**src/rtl/core_pkg.sv**
```systemverilog
`default_nettype none
// +------------------------------------------------------------------+
// | core_pkg : sequencer state encoding, error causes, reset PC       |
// | Revision : 1.0                                                    |
// +------------------------------------------------------------------+
package core_pkg;

    typedef enum logic [2:0] {
        S_FETCH_REQ  = 3'd0,
        S_FETCH_WAIT = 3'd1,
        S_EXEC       = 3'd2,
        S_MEM_REQ    = 3'd3,
        S_MEM_WAIT   = 3'd4,
        S_WB         = 3'd5,
        S_HALT       = 3'd6,
        S_ERR        = 3'd7
    } state_t;

    localparam logic [1:0] C_ERR_IFETCH   = 2'd0;
    localparam logic [1:0] C_ERR_DATA     = 2'd1;
    localparam logic [1:0] C_ERR_TIMEOUT  = 2'd2;
    localparam logic [1:0] C_ERR_MISALIGN = 2'd3;

    localparam logic [63:0] C_RESET_PC = 64'h8000_0000;

endpackage
`default_nettype wire

```
**src/rtl/core_perf_cnt.sv**
```systemverilog
`default_nettype none
// +------------------------------------------------------------------+
// | core_perf_cnt : wrapping cycle and retired-instruction counters   |
// | Revision : 1.0                                                    |
// +------------------------------------------------------------------+
module core_perf_cnt #(
    parameter int CNT_W = 64
) (
    input  logic             clk_i,
    input  logic             rst_i,
    input  logic             cyc_en_i,
    input  logic             ret_inc_i,
    output logic [CNT_W-1:0] cycle_o,
    output logic [CNT_W-1:0] instret_o
);

    logic [CNT_W-1:0] cycle_q;
    logic [CNT_W-1:0] instret_q;

    always_ff @(posedge clk_i) begin
        if (!rst_i) begin
            cycle_q   <= '0;
            instret_q <= '0;
        end else begin
            if (cyc_en_i) begin
                cycle_q <= cycle_q + CNT_W'(1);
            end
            if (ret_inc_i) begin
                instret_q <= instret_q + CNT_W'(1);
            end
        end
    end

    assign cycle_o   = cycle_q;
    assign instret_o = instret_q;

endmodule
`default_nettype wire

```
**src/rtl/core_seq.sv**
```systemverilog
`default_nettype none
// +------------------------------------------------------------------+
// | core_seq : multi-cycle fetch/exec/mem/writeback sequencer         |
// | Revision : 1.0                                                    |
// +------------------------------------------------------------------+
module core_seq
    import core_pkg::*;
#(
    parameter int              XLEN     = 64,
    parameter int              ILEN     = 32,
    parameter logic [XLEN-1:0] RESET_PC = XLEN'(C_RESET_PC),
    parameter int              TIMEOUT  = 1024,
    parameter int              CNT_W    = 64
) (
    input  logic             clk_i,
    input  logic             rst_i,
    output logic             imem_req_valid_o,
    input  logic             imem_req_ready_i,
    output logic [XLEN-1:0]  imem_req_addr_o,
    input  logic             imem_rsp_valid_i,
    input  logic [ILEN-1:0]  imem_rsp_data_i,
    input  logic             imem_rsp_err_i,
    output logic [ILEN-1:0]  inst_o,
    output logic [XLEN-1:0]  pc_o,
    input  logic             halt_i,
    input  logic             mem_en_i,
    input  logic             mem_we_i,
    input  logic             wen_req_i,
    input  logic [XLEN-1:0]  next_pc_i,
    output logic             dmem_req_valid_o,
    output logic             dmem_req_we_o,
    input  logic             dmem_req_ready_i,
    input  logic             dmem_rsp_valid_i,
    input  logic [XLEN-1:0]  dmem_rsp_data_i,
    input  logic             dmem_rsp_err_i,
    output logic [XLEN-1:0]  mem_rdata_o,
    output logic             reg_wen_o,
    output logic             halted_o,
    output logic             err_o,
    output logic [1:0]       err_code_o,
    output logic [CNT_W-1:0] cycle_o,
    output logic [CNT_W-1:0] instret_o
);

    localparam int TW = (TIMEOUT > 1) ? $clog2(TIMEOUT) : 1;

    state_t          state_q, state_d;
    logic [1:0]      err_code_q, err_code_d;
    logic [TW-1:0]   tcnt_q, tcnt_d;
    logic [XLEN-1:0] pc_q;
    logic [ILEN-1:0] inst_q;
    logic [XLEN-1:0] mem_rdata_q;
    logic            halted_q;
    logic            err_q;

    logic w_in_wait;
    logic w_tmo;
    logic w_misalign;
    logic w_retire;

    assign w_in_wait  = (state_q == S_FETCH_REQ) || (state_q == S_FETCH_WAIT) ||
                        (state_q == S_MEM_REQ)   || (state_q == S_MEM_WAIT);
    assign w_tmo      = (TIMEOUT != 0) && (tcnt_q == TW'(TIMEOUT - 1));
    assign w_misalign = |next_pc_i[1:0];
    assign w_retire   = (state_q == S_WB) && !w_misalign;

    always_comb begin
        state_d    = state_q;
        err_code_d = err_code_q;
        case (state_q)
            S_FETCH_REQ: begin
                if (imem_req_ready_i) state_d = S_FETCH_WAIT;
            end
            S_FETCH_WAIT: begin
                if (imem_rsp_valid_i) begin
                    if (imem_rsp_err_i) begin
                        state_d    = S_ERR;
                        err_code_d = C_ERR_IFETCH;
                    end else begin
                        state_d = S_EXEC;
                    end
                end
            end
            S_EXEC: begin
                if (halt_i)        state_d = S_HALT;
                else if (mem_en_i) state_d = S_MEM_REQ;
                else               state_d = S_WB;
            end
            S_MEM_REQ: begin
                if (dmem_req_ready_i) state_d = S_MEM_WAIT;
            end
            S_MEM_WAIT: begin
                if (dmem_rsp_valid_i) begin
                    if (dmem_rsp_err_i) begin
                        state_d    = S_ERR;
                        err_code_d = C_ERR_DATA;
                    end else begin
                        state_d = S_WB;
                    end
                end
            end
            S_WB: begin
                if (w_misalign) begin
                    state_d    = S_ERR;
                    err_code_d = C_ERR_MISALIGN;
                end else begin
                    state_d = S_FETCH_REQ;
                end
            end
            default: state_d = state_q;
        endcase
        // A handshake in the expiry cycle has already moved state_d, so it wins.
        if (w_in_wait && (state_d == state_q) && w_tmo) begin
            state_d    = S_ERR;
            err_code_d = C_ERR_TIMEOUT;
        end
        tcnt_d = (w_in_wait && (state_d == state_q)) ? tcnt_q + TW'(1) : '0;
    end

    always_ff @(posedge clk_i) begin
        if (!rst_i) begin
            state_q     <= S_FETCH_REQ;
            err_code_q  <= '0;
            tcnt_q      <= '0;
            pc_q        <= RESET_PC;
            inst_q      <= '0;
            mem_rdata_q <= '0;
            halted_q    <= 1'b0;
            err_q       <= 1'b0;
        end else begin
            state_q    <= state_d;
            err_code_q <= err_code_d;
            tcnt_q     <= tcnt_d;
            halted_q   <= (state_d == S_HALT);
            err_q      <= (state_d == S_ERR);
            if ((state_q == S_FETCH_WAIT) && imem_rsp_valid_i && !imem_rsp_err_i) begin
                inst_q <= imem_rsp_data_i;
            end
            if ((state_q == S_MEM_WAIT) && dmem_rsp_valid_i && !dmem_rsp_err_i && !mem_we_i) begin
                mem_rdata_q <= dmem_rsp_data_i;
            end
            if (w_retire) begin
                pc_q <= next_pc_i;
            end
        end
    end

    // Strobes are masked while reset is held so nothing leaks out mid-reset.
    assign imem_req_valid_o = rst_i && (state_q == S_FETCH_REQ);
    assign dmem_req_valid_o = rst_i && (state_q == S_MEM_REQ);
    assign dmem_req_we_o    = dmem_req_valid_o && mem_we_i;
    assign reg_wen_o        = rst_i && w_retire && wen_req_i;
    assign imem_req_addr_o  = pc_q;
    assign pc_o             = pc_q;
    assign inst_o           = inst_q;
    assign mem_rdata_o      = mem_rdata_q;
    assign halted_o         = halted_q;
    assign err_o            = err_q;
    assign err_code_o       = err_code_q;

    core_perf_cnt #(
        .CNT_W (CNT_W)
    ) u_perf_cnt (
        .clk_i     (clk_i),
        .rst_i     (rst_i),
        .cyc_en_i  ((state_q != S_HALT) && (state_q != S_ERR)),
        .ret_inc_i (w_retire),
        .cycle_o   (cycle_o),
        .instret_o (instret_o)
    );

endmodule
`default_nettype wire

```
**config.mk**
```make
export PLATFORM = sky130hd
export DESIGN_NAME = core_seq
export DESIGN_NICKNAME = d
export VERILOG_FILES = /design/src/rtl/core_pkg.sv /design/src/rtl/core_perf_cnt.sv /design/src/rtl/core_seq.sv
export SDC_FILE = /design/constraint.sdc
export NUM_CORES = 1
export LEC_CHECK = 0
export CAP_MARGIN = 20
export CORE_MARGIN = 5
export CORE_UTILIZATION = 30
export CTS_BUF_LIST = sky130_fd_sc_hd__clkbuf_8
export CTS_CLUSTER_SIZE = 24
export DETAILED_ROUTE_END_ITERATION = 8
export PLACE_DENSITY_LB_ADDON = 0.12
export SETUP_SLACK_MARGIN = 0.1
export SYNTH_ARGS = -nofsm -noshare
export SYNTH_HDL_FRONTEND = slang
export SYNTH_SLANG_ARGS = --single-unit
```
**constraint.sdc**
```tcl
create_clock -name clk_i -period 2.8 [get_ports clk_i]
set_input_delay 0.42 -clock clk_i [delete_from_list [all_inputs] [get_ports clk_i]]
set_output_delay 0.42 -clock clk_i [all_outputs]
set_load 0.005 [all_outputs]
```
==> results.rst, run 1 <==
.. list-table::
   :header-rows: 1

   * - Metric
     - Value
   * - Cell Count Post-Placement
     - 2535
   * - Slew HR
     - 35.7%
   * - Final Hold Fails
     - 0
   * - Proportion of synthesized chip area in sequential cells
     - 48.2%
   * - Setup Total Neg Slack
     - 0 ns
   * - Cells along the critical path
     - clkdlybuf4s50_1 -> and3_4 -> clkdlybuf4s50_1
   * - Overall power consumption
     - 10.3 mW
   * - Via count of the first global-routing pass
     - 11900
   * - Maximum number of pins on one net before global-route repair
     - 183
   * - Crit path setup slack, layout
     - 0.246 ns
   * - Main area contributors after synthesis
     - sky130_fd_sc_hd__dfxtp_1 48%, sky130_fd_sc_hd__nand2_1 11%, sky130_fd_sc_hd__a21oi_1 7.6%
   * - Highest fanout seen on the critical path
     - 5
   * - Master cell of the clock root buffer
     - sky130_fd_sc_hd__clkbuf_8
   * - Worst-margin pin slew
     - 0.964 ns
   * - Share of the clock period used by the worst path after layout
     - 91.2%
   * - H-tree levels
     - 2
   * - Tot GR Track Use
     - 19.3%
   * - Clock tree from TritonCTS
     - yes
   * - Count of cells along the worst register-to-register path
     - 6
   * - Largest stage delay on the critical path
     - 0.81 ns
   * - Main flop type after synthesis
     - sky130_fd_sc_hd__dfxtp_1
   * - Number of inserted filler cells in the final layout
     - 4164
   * - Slowest CP cell
     - sky130_fd_sc_hd__clkdlybuf4s50_1
   * - Result of the run
     - complete, no violations
   * - Final nets
     - 2234
   * - Share of flip-flops with an asynchronous set or reset
     - 0%
   * - Die Ht
     - 216 um
   * - Layout Skew
     - 0.0268 ns
   * - Sum of buffers and inverters on the critical path
     - 2
   * - Aggregate global routing overflow
     - 0
   * - Start point of the worst min-delay path
     - imem_rsp_data_i[17]
   * - Number of cells traversed by the worst hold path
     - 3
   * - Port Buffers
     - 531
   * - Terminating pin of the worst hold path
     - inst_o[17]$_SDFFE_PN0P_
   * - Routability congestion estimate from global placement
     - 0.845
   * - Number of synthesized register bits
     - 305
   * - Area growth syn-to-layout
     - 54.2%
   * - Post-Synthesis Net Count
     - 1751
   * - Type of the worst setup path
     - in -> out
   * - Dominant delay contributor by cell family on the critical path
     - buffers and inverters
   * - Leading area contributor after synthesis
     - sky130_fd_sc_hd__dfxtp_1
   * - CTS max path bufs
     - 3
   * - Leading cell type by number of instances after synthesis
     - sky130_fd_sc_hd__nand2_1
   * - Maximum achievable frequency
     - 392 MHz
   * - R2R Setup Slk
     - 0.31 ns
   * - Overall via count from detail_route
     - 12400
   * - Clock transition at the register clock pins on the worst setup and hold paths after CTS
     - 0.06 ns
   * - Number of pins exceeding their max-slew limit in the final report
     - 0
   * - Largest voltage drop on the vdd net
     - 0.350 mV
   * - Worst path required time
     - 2.38 ns
   * - # setup viols final
     - 0
   * - Syn avg cell area
     - 8.05 um2
   * - RR Startpoint
     - u_perf_cnt.instret_o[5]$_SDFFE_PN0P_
   * - # rows
     - 75
   * - Critical Path Most Common Cell
     - sky130_fd_sc_hd__clkdlybuf4s50_1
   * - Number of flops mapped to enable cells by yosys
     - 0
   * - Number of unique standard cell types used by synthesis
     - 52
   * - Remaining routing DRC violations
     - 0
   * - Cell leakage power
     - 6.57 nW
   * - Nature of the critical path endpoint
     - primary output
   * - Share of layout cells above drive strength 1
     - 7.46%
   * - Boundary pin count
     - 532
   * - Initial DRT Pass Iterations
     - 5
   * - Power per cell area
     - 529 nW/um2
   * - Setup repair after global routing missed its margin
     - false
   * - Cell area after technology mapping
     - 12700 um2
   * - Endpoint of the worst-slack reg-to-reg timing path
     - u_perf_cnt.instret_o[56]$_SDFFE_PN0P_
   * - Worst setup SP type
     - input port
   * - Clock buffers created by TritonCTS
     - 56
   * - Synth warnings
     - 0
   * - Non-filler instance count after layout
     - 2647
   * - Initial cell density of the core
     - 30.3%
   * - Commonest cells post-synth
     - 371 x sky130_fd_sc_hd__nand2_1, 305 x sky130_fd_sc_hd__dfxtp_1, 192 x sky130_fd_sc_hd__a21oi_1, 119 x sky130_fd_sc_hd__nor2_1, 79 x sky130_fd_sc_hd__clkbuf_1
   * - Post-placement setup slack
     - -0.113 ns
   * - Gate count after technology mapping
     - 1576
   * - Worst-Skew Late Latency
     - 0.63 ns
   * - Data arrival time of the worst path
     - 2.13 ns
   * - Global-route wire length before repair
     - 71700 um
   * - Placed wire-length estimate after detailed placement
     - 35200 um
   * - Antenna-violating nets left
     - 0
   * - Final core utilization
     - 46.7%
   * - Classification of the worst-slack hold path
     - in -> reg
   * - Antenna violations before repair
     - 5
   * - Floorplan die area
     - 46500 um2
   * - Synth top area share
     - 48.2%
   * - Wire per inst
     - 18.0 um
   * - Core Region
     - 41900 um2
   * - Number of vias per cell
     - 4.67
   * - Post-Route WL
     - 47700 um
   * - Final critical path time including I/O delays and setup
     - 2.55 ns
   * - Die extent in x
     - 216 um
   * - CTS hold repair buffers
     - 0
   * - Number of DRC markers after the initial detailed-route iteration
     - 739
   * - Clock sink count
     - 305
   * - Max-capacitance violation count
     - 0
   * - Logic depth of the worst setup path including buffers
     - 3
==> what timing repair did <==
item,4_1_cts,5_1_grt
pin swaps,1,0
endpoints found under the setup margin,3,1
buffers inserted,3,2
gates resized for setup,10,0
==> worst max-delay path by stage <==
stage	startpoint	to	slack, ns
5_1_grt	state_q[0]$_SDFF_PN0_	dmem_req_valid_o	0.10
3_3_place_gp	next_pc_i[1]	u_perf_cnt.instret_o[54]$_SDFFE_PN0P_	-0.08
3_5_place_dp	next_pc_i[1]	u_perf_cnt.instret_o[56]$_SDFFE_PN0P_	-0.11
6_report	rst_i	dmem_req_valid_o	0.25
2_1_floorplan	next_pc_i[1]	u_perf_cnt.instret_o[54]$_SDFFE_PN0P_	0.26
4_1_cts	state_q[0]$_SDFF_PN0_	dmem_req_valid_o	0.14
==> placed cells by master, fill, tap and decap left out, types with 39 or more instances in the layout <==
master | synthesis | layout
sky130_fd_sc_hd__clkdlybuf4s50_1 | 0 | 529
sky130_fd_sc_hd__nand2_1 | 371 | 371
sky130_fd_sc_hd__dfxtp_1 | 305 | 303
sky130_fd_sc_hd__a21oi_1 | 192 | 192
sky130_fd_sc_hd__nor2_1 | 119 | 119
sky130_fd_sc_hd__clkbuf_8 | 0 | 72
sky130_fd_sc_hd__xnor2_1 | 64 | 64
sky130_fd_sc_hd__nand3_1 | 42 | 42
sky130_fd_sc_hd__nor3_1 | 40 | 40
sky130_fd_sc_hd__inv_1 | 30 | 39
==> worst reg2reg max path, delay by kind of cell (launching register included) <==
| kind | cells | cell delay [ns] |
|---|---|---|
| AO/OA/AOI/OAI | 1 | 0.14 |
| flip-flops | 1 | 0.41 |
| AND/OR/NAND/NOR | 5 | 1.86 |
==> flip-flops by register name, summed over array words and instances, names as in the netlist <==
name and count:
imem_req_addr_o 64, mem_rdata_o 64, u_perf_cnt.cycle_o 64, u_perf_cnt.instret_o 64, inst_o 32, tcnt_q 10
state_q 3, err_code_o 2, err_o 1, halted_o 1
==> metal layers <==
metal | wire length (um) | vias up | share of wire (%) | track usage [%]
li1 | - | 6203 | - | -
met1 | 19900 | 5723 | 42 | 23.2
met2 | 23200 | 373 | 49 | 33.0
met3 | 3620 | 66 | 7.6 | 6.74
met4 | 1010 | 0 | 2.1 | 5.38
met5 | 0 | - | 0 | 0
==> power by group <==
part           leakage (nW)  internal (mW)  switching [mW]
Sequential             2.46           4.44          0.0644
Clock                 0.690           2.68            1.97
Combinational          3.42          0.611           0.583
Total                  6.57           7.73            2.62
==> cells by family after synthesis <==
kind of cell,synth area share (%)
flops,48.2
fa+ha+maj,0.296
mux,0.237
simple gates,26.2
buf+inv,7.22
compound gates,10.9
xor+xnor,7.05
==> through the flow <==
step | cell area [um2] | hold slack [ns]
after global placement | 18200 | 0.438
final | 19600 | 0.342
after CTS | 19500 | 0.259
after detailed placement | 18200 | 0.443
after floorplan | 12700 | 0.425
after global routing | 19600 | 0.283
==> cell type report <==
| cell class | count | area, um2 | area share [%] |
|---|---|---|---|
| diodes | 3 | 7.51 | 0.0384 |
| flip-flops and latches | 305 | 6110 | 31.2 |
| multi-input cells | 1092 | 5690 | 29.1 |
| repair buffers | 574 | 5710 | 29.2 |
| clock inverters | 32 | 253 | 1.29 |
| clock buffers | 72 | 991 | 5.07 |
| inverters | 30 | 120 | 0.614 |
| well taps | 539 | 674 | 3.45 |
No activity file was read; power rests on OpenSTA's default activity.
==> inputs of run 2 (changes only) <==
- CORE_ASPECT_RATIO: default -> 2
- CTS_BUF_LIST: sky130_fd_sc_hd__clkbuf_8 -> sky130_fd_sc_hd__clkbuf_16
==> run 2 against run 1 <==
Wire length is 3.8% higher. Utilization is 0.44 points lower. Fmax is 3.4% lower. Total power is 4.9% lower. Combinational power hardly changed. Sequential power hardly changed. Die area is 0.54% higher. Sequential cell count stayed put. Setup slack worse by 0.089 ns. Critical endpoint is now dmem_req_we_o. Largest power group is now sequential cells.
==> results.rst, run 2 (synthesized netlist as in run 1, its figures left out) <==
.. list-table::
   :header-rows: 1

   * - Metric
     - Value
   * - Result of the run
     - complete, no violations (unchanged)
   * - Maximum achievable frequency
     - 378 MHz (was 392 MHz)
   * - Global-route wire length before repair
     - 73900 um (was 71700 um)
   * - Final Hold Fails
     - 0 (unchanged)
   * - Classification of the worst-slack hold path
     - in -> reg (unchanged)
   * - # setup viols final
     - 0 (unchanged)
   * - Type of the worst setup path
     - in -> out (unchanged)
   * - Commonest non-fill, non-tap cells in the layout
     - 531 x sky130_fd_sc_hd__clkdlybuf4s50_1, 371 x sky130_fd_sc_hd__nand2_1, 303 x sky130_fd_sc_hd__dfxtp_1 (was 529 x sky130_fd_sc_hd__clkdlybuf4s50_1, 371 x sky130_fd_sc_hd__nand2_1, 303 x sky130_fd_sc_hd__dfxtp_1)
   * - Overall via count from detail_route
     - 12500 (was 12400)
   * - Cell leakage power
     - 6.38 nW (was 6.57 nW)
   * - Clock buffers created by TritonCTS
     - 30 (was 56)
   * - Antenna-violating nets left
     - 0 (unchanged)
   * - Aggregate global routing overflow
     - 0 (unchanged)
   * - Number of DRC markers after the initial detailed-route iteration
     - 579 (was 739)
   * - Setup repair after global routing missed its margin
     - false (unchanged)
   * - Largest voltage drop on the vdd net
     - 0.455 mV (was 0.350 mV)
   * - Setup Total Neg Slack
     - 0 ns (unchanged)
   * - Clock sink count
     - 305 (unchanged)
   * - Largest stage delay on the critical path
     - 0.72 ns (was 0.81 ns)
   * - Area growth syn-to-layout
     - 52.5% (was 54.2%)
   * - Remaining routing DRC violations
     - 0 (unchanged)
   * - # rows
     - 106 (was 75)
   * - Maximum number of pins on one net before global-route repair
     - 211 (was 183)
   * - Master cell of the clock root buffer
     - sky130_fd_sc_hd__clkbuf_16 (was sky130_fd_sc_hd__clkbuf_8)
   * - Initial DRT Pass Iterations
     - 5 (unchanged)
   * - H-tree levels
     - 1 (was 2)
   * - Port Buffers
     - 531 (unchanged)
   * - Slew HR
     - 9.24% (was 35.7%)
   * - Register area
     - 6110 um2 (about the same)
   * - Slowest CP cell
     - sky130_fd_sc_hd__clkdlybuf4s50_1 (unchanged)
   * - Max-capacitance violation count
     - 0 (unchanged)
   * - Worst hold slack
     - 0.388 ns (was 0.342 ns)
   * - Number of pins exceeding their max-slew limit in the final report
     - 0 (unchanged)
   * - Boundary pin count
     - 532 (unchanged)
   * - Core Region
     - 41800 um2 (was 41900 um2)
   * - Routability congestion estimate from global placement
     - 0.851 (was 0.845)
   * - Wire per inst
     - 19.0 um (was 18.0 um)
   * - Data arrival time of the worst path
     - 2.22 ns (was 2.13 ns)
   * - Non-filler instance count after layout
     - 2603 (was 2647)
   * - Clock transition at the register clock pins on the worst setup and hold paths after CTS
     - 0.07 ns (was 0.06 ns)
   * - Die Ht
     - 301 um (was 216 um)
   * - Die extent in x
     - 155 um (was 216 um)
   * - Worst-Skew Late Latency
     - 0.57 ns (was 0.63 ns)
   * - CTS max path bufs
     - 3 (unchanged)
   * - Overall power consumption
     - 9.84 mW (was 10.3 mW)
   * - Critical Path Most Common Cell
     - sky130_fd_sc_hd__clkdlybuf4s50_1 (unchanged)
   * - Share of layout cells above drive strength 1
     - 5.59% (was 7.46%)
   * - Tot GR Track Use
     - 20.0% (was 19.3%)
   * - Layout Skew
     - 0.0108 ns (was 0.0268 ns)
   * - Leading cell type in the layout, fill and taps excluded
     - sky130_fd_sc_hd__clkdlybuf4s50_1 (unchanged)
   * - Final nets
     - 2211 (was 2234)
   * - Highest fanout seen on the critical path
     - 8 (was 5)
   * - Crit path setup slack, layout
     - 0.157 ns (was 0.246 ns)
   * - Placed wire-length estimate after detailed placement
     - 37000 um (was 35200 um)
   * - Cell Count Post-Placement
     - 2543 (was 2535)
   * - Number of vias per cell
     - 4.81 (was 4.67)
   * - Worst path required time
     - 2.38 ns (about the same)
   * - Post-Route WL
     - 49500 um (was 47700 um)
   * - Power per cell area
     - 509 nW/um2 (was 529 nW/um2)
   * - Antenna violations before repair
     - 7 (was 5)
   * - Worst-margin pin slew
     - 1.36 ns (was 0.964 ns)
   * - Share of the clock period used by the worst path after layout
     - 94.4% (was 91.2%)
   * - Nature of the critical path endpoint
     - primary output (unchanged)
   * - Initial cell density of the core
     - 30.4% (was 30.3%)
   * - Number of inserted filler cells in the final layout
     - 4218 (was 4164)
   * - Floorplan die area
     - 46700 um2 (was 46500 um2)
   * - Post-placement setup slack
     - -0.109 ns (was -0.113 ns)
   * - Worst setup SP type
     - input port (unchanged)
   * - Final critical path time including I/O delays and setup
     - 2.64 ns (was 2.55 ns)
   * - Via count of the first global-routing pass
     - 12400 (was 11900)
   * - Area occupied by multi-input gates
     - 5690 um2 (about the same)
   * - Clock tree from TritonCTS
     - yes (unchanged)
   * - Cells along the critical path
     - clkdlybuf4s50_1 -> buf_4 -> and3_4 -> and2_1 -> clkdlybuf4s50_1 (was clkdlybuf4s50_1 -> and3_4 -> clkdlybuf4s50_1)
==> run 2: layout make-up <==
class / count / share of cell area [%]
clock inverters: 23 / 1.07
clock buffers: 31 / 4.01
repair buffers: 577 / 29.7
multi-input cells: 1092 / 29.4
diodes: 5 / 0.0647
inverters: 30 / 0.621
flip-flops and latches: 305 / 31.6
well taps: 540 / 3.49
==> run 2: path summary, 6_finish.rpt <==
| kind | slack, ns | from | cells after the start | end |
|---|---|---|---|---|
| max reg2reg | 0.29 | u_perf_cnt.instret_o[7]$_SDFFE_PN0P_ | 6 | u_perf_cnt.instret_o[62]$_SDFFE_PN0P_ |
| max | 0.16 | rst_i | 5 | dmem_req_we_o |
| min | 0.39 | next_pc_i[35] | 3 | imem_req_addr_o[35]$_SDFFE_PN0P_ |
| min reg2reg | 0.45 | tcnt_q[0]$_SDFF_PN0_ | 1 | tcnt_q[0]$_SDFF_PN0_ |
==> run 2: what timing repair did <==
item                       CTS  global route
hold buffers                 0             0
gates resized for setup      4             4
buffers inserted             1             0
pin swaps                    0             1
setup endpoints to repair    3             2
==> run 2: power by group <==
group          internal (mW)  total, mW  switching [mW]
Sequential              4.43       4.50          0.0690
Clock                   2.29       4.13            1.83
Combinational          0.613       1.21           0.598
Total                   7.34       9.84            2.50
==> run 2: layer usage <==
layer	share of wire (%)	vias up	global-route usage, %
met5	0.055	-	0
met2	52	476	36.5
met4	2.3	4	5.40
li1	-	6124	-
met1	37	5841	21.9
met3	9.4	65	6.54
==> run 2: worst max-delay path, delay by kind of cell <==
family                 cells  cell delay (ns)
buffers and inverters      3             1.46
AND/OR/NAND/NOR            2             0.33
==> run 2: metrics by stage <==
step | utilization, % | cell area [um2]
6_report | 46.3 | 19300
3_3_place_gp | 43.8 | 18300
4_1_cts | 46.2 | 19300
2_1_floorplan | - | 12700
5_1_grt | 46.3 | 19300
3_5_place_dp | 43.8 | 18300
==> inputs of run 3 (changes only) <==
- REMOVE_ABC_BUFFERS: default -> 1
==> run 3 against run 2 <==
Register-to-register slack about the same. First-iteration DRC count up 6.9%. Setup slack better by 0.068 ns. Global-route usage down 0.34 points. Non-clock buffer count up 4. Wire length down 2.8%. Fmax up 2.6%. Highest routed layer unchanged.
==> results.rst, run 3 (synthesized netlist as in run 1, its figures left out) <==
.. list-table::
   :header-rows: 1

   * - Metric
     - Value
   * - Maximum number of pins on one net before global-route repair
     - 121 (was 211)
   * - Layout Skew
     - 0.0252 ns (was 0.0108 ns)
   * - Sum of buffers and inverters on the critical path
     - 2 (was 3)
   * - Worst path required time
     - 2.38 ns (about the same)
   * - Share of layout cells above drive strength 1
     - 5.57% (was 5.59%)
   * - Nature of the critical path endpoint
     - primary output (unchanged)
   * - Antenna-violating nets left
     - 0 (unchanged)
   * - Share of the clock period used by the worst path after layout
     - 92.0% (was 94.4%)
   * - Critical path destination
     - dmem_req_we_o (unchanged)
   * - Dominant delay contributor by cell family on the critical path
     - buffers and inverters (unchanged)
   * - Count of cells along the worst register-to-register path
     - 6 (unchanged)
   * - Worst-margin pin slew
     - 0.586 ns (was 1.36 ns)
   * - Logic depth of the worst setup path including buffers
     - 5 (unchanged)
   * - Largest voltage drop on the vdd net
     - 0.425 mV (was 0.455 mV)
   * - Clock buffers created by TritonCTS
     - 31 (was 30)
   * - Overall power consumption
     - 9.90 mW (was 9.84 mW)
   * - Die extent in x
     - 155 um (unchanged)
   * - Largest stage delay on the critical path
     - 0.50 ns (was 0.72 ns)
   * - # rows
     - 106 (unchanged)
   * - Boundary pin count
     - 532 (unchanged)
   * - Global-route wire length before repair
     - 73400 um (was 73900 um)
   * - Clock sink count
     - 305 (unchanged)
   * - Placed wire-length estimate after detailed placement
     - 36600 um (was 37000 um)
   * - Overall via count from detail_route
     - 12500 (about the same)
   * - Master cell of the clock root buffer
     - sky130_fd_sc_hd__clkbuf_16 (unchanged)
   * - Max-capacitance violation count
     - 0 (unchanged)
   * - Initial DRT Pass Iterations
     - 5 (unchanged)
   * - Setup Total Neg Slack
     - 0 ns (unchanged)
   * - Floorplan die area
     - 46700 um2 (unchanged)
   * - Post-placement setup slack
     - -0.117 ns (was -0.109 ns)
   * - Number of vias per cell
     - 4.78 (was 4.81)
   * - Wire per inst
     - 18.5 um (was 19.0 um)
   * - Via count of the first global-routing pass
     - 12500 (was 12400)
   * - R2R Setup Slk
     - 0.29 ns (about the same)
   * - Data arrival time of the worst path
     - 2.16 ns (was 2.22 ns)
   * - Classification of the worst-slack hold path
     - in -> reg (unchanged)
   * - Final Hold Fails
     - 0 (unchanged)
   * - Crit path setup slack, layout
     - 0.225 ns (was 0.157 ns)
   * - RR Startpoint
     - u_perf_cnt.instret_o[5]$_SDFFE_PN0P_ (was u_perf_cnt.instret_o[7]$_SDFFE_PN0P_)
   * - Cell leakage power
     - 6.45 nW (was 6.38 nW)
   * - Final critical path time including I/O delays and setup
     - 2.58 ns (was 2.64 ns)
   * - Aggregate global routing overflow
     - 0 (unchanged)
   * - Worst-Skew Late Latency
     - 0.58 ns (was 0.57 ns)
   * - CTS hold repair buffers
     - 0 (unchanged)
   * - # setup viols final
     - 0 (unchanged)
   * - Die Ht
     - 301 um (unchanged)
   * - Routability congestion estimate from global placement
     - 0.848 (was 0.851)
   * - Antenna violations before repair
     - 4 (was 7)
   * - Number of pins exceeding their max-slew limit in the final report
     - 0 (unchanged)
   * - Slowest CP cell
     - sky130_fd_sc_hd__clkdlybuf4s50_1 (unchanged)
   * - Commonest non-fill, non-tap cells in the layout
     - 529 x sky130_fd_sc_hd__clkdlybuf4s50_1, 371 x sky130_fd_sc_hd__nand2_1, 303 x sky130_fd_sc_hd__dfxtp_1 (was 531 x sky130_fd_sc_hd__clkdlybuf4s50_1, 371 x sky130_fd_sc_hd__nand2_1, 303 x sky130_fd_sc_hd__dfxtp_1)
   * - Remaining routing DRC violations
     - 0 (unchanged)
   * - Cells along the critical path
     - buf_6 -> nor2b_4 -> and3_2 -> and2_1 -> clkdlybuf4s50_1 (was clkdlybuf4s50_1 -> buf_4 -> and3_4 -> and2_1 -> clkdlybuf4s50_1)
   * - Area growth syn-to-layout
     - 52.8% (was 52.5%)
   * - Initial cell density of the core
     - 30.4% (unchanged)
   * - Highest fanout seen on the critical path
     - 14 (was 8)
   * - Start point of the worst min-delay path
     - dmem_rsp_data_i[27] (was next_pc_i[35])
   * - Maximum achievable frequency
     - 388 MHz (was 378 MHz)
   * - CTS max path bufs
     - 3 (unchanged)
   * - Result of the run
     - complete, no violations (unchanged)
   * - Slew HR
     - 60.9% (was 9.24%)
   * - Number of DRC markers after the initial detailed-route iteration
     - 619 (was 579)
   * - Clock tree from TritonCTS
     - yes (unchanged)
   * - Post-Route WL
     - 48100 um (was 49500 um)
   * - Worst setup SP type
     - flop (was input port)
   * - Setup repair after global routing missed its margin
     - false (unchanged)
   * - H-tree levels
     - 1 (unchanged)
   * - Setup crit start
     - state_q[0]$_SDFF_PN0_ (was rst_i)
   * - Core Region
     - 41800 um2 (unchanged)
   * - Tot GR Track Use
     - 19.6% (was 20.0%)
   * - Leading cell type in the layout, fill and taps excluded
     - sky130_fd_sc_hd__clkdlybuf4s50_1 (unchanged)
   * - Clock transition at the register clock pins on the worst setup and hold paths after CTS
     - 0.07 ns (about the same)
   * - Port Buffers
     - 531 (unchanged)
   * - Power per cell area
     - 511 nW/um2 (was 509 nW/um2)
   * - Final nets
     - 2216 (was 2211)
   * - Type of the worst setup path
     - reg -> out (was in -> out)
   * - Endpoint of the worst-slack reg-to-reg timing path
     - u_perf_cnt.instret_o[62]$_SDFFE_PN0P_ (unchanged)
## run 3: layer usage
| metal | wire (um) | global-route usage, % |
|---|---|---|
| met1 | 17800 | 22.0 |
| met2 | 25900 | 36.8 |
| met3 | 3040 | 3.77 |
| met4 | 1430 | 6.15 |
| met5 | 21 | 0 |
## run 3: worst min-delay path by stage
stage,depth (start not counted),slack [ns],end
floorplan,1,0.42,tcnt_q[0]$_SDFF_PN0_
global placement,2,0.44,inst_o[8]$_SDFFE_PN0P_
detailed placement,2,0.45,inst_o[11]$_SDFFE_PN0P_
CTS,3,0.34,imem_req_addr_o[51]$_SDFFE_PN0P_
global route,3,0.35,mem_rdata_o[7]$_SDFFE_PN0P_
finish,3,0.38,mem_rdata_o[27]$_SDFFE_PN0P_
## run 3: tightest hold or removal path, delay by kind of cell
family,cells,cell delay [ns]
compound gates,1,0.05
buf+inv,1,0.39
simple gates,1,0.05
## run 3: timing repair
action	in CTS	in global routing
setup buffers	2	0
pin swaps	1	0
setup endpoints to repair	2	2
gates resized for setup	3	6
## run 3: through the flow
| step | hold slack, ns | std cells | cell area, um2 | util (%) |
|---|---|---|---|---|
| 6_report | 0.382 | 2607 | 19400 | 46.4 |
| 5_1_grt | 0.350 | 2606 | 19400 | 46.4 |
| 4_1_cts | 0.338 | 2605 | 19300 | 46.3 |
| 3_5_place_dp | 0.446 | 2546 | 18300 | 43.9 |
| 3_3_place_gp | 0.441 | 2546 | 18300 | 43.9 |
| 2_1_floorplan | 0.425 | 1427 | 11900 | - |
## run 3: area by class of cell
type	instances	area, um2
clock inverters	26	229
inverters	30	120
diodes	2	5.00
repair buffers	581	5770
flip-flops and latches	305	6110
multi-input cells	1092	5690
clock buffers	31	776
well taps	540	676
fillers	4183	22400
## run 3: where the power goes
group	total (mW)	internal (mW)	leakage (nW)	switching, mW
clock network	4.20	2.38	0.518	1.82
logic	1.20	0.610	3.48	0.595
registers	4.50	4.43	2.46	0.0642
total	9.90	7.42	6.45	2.48
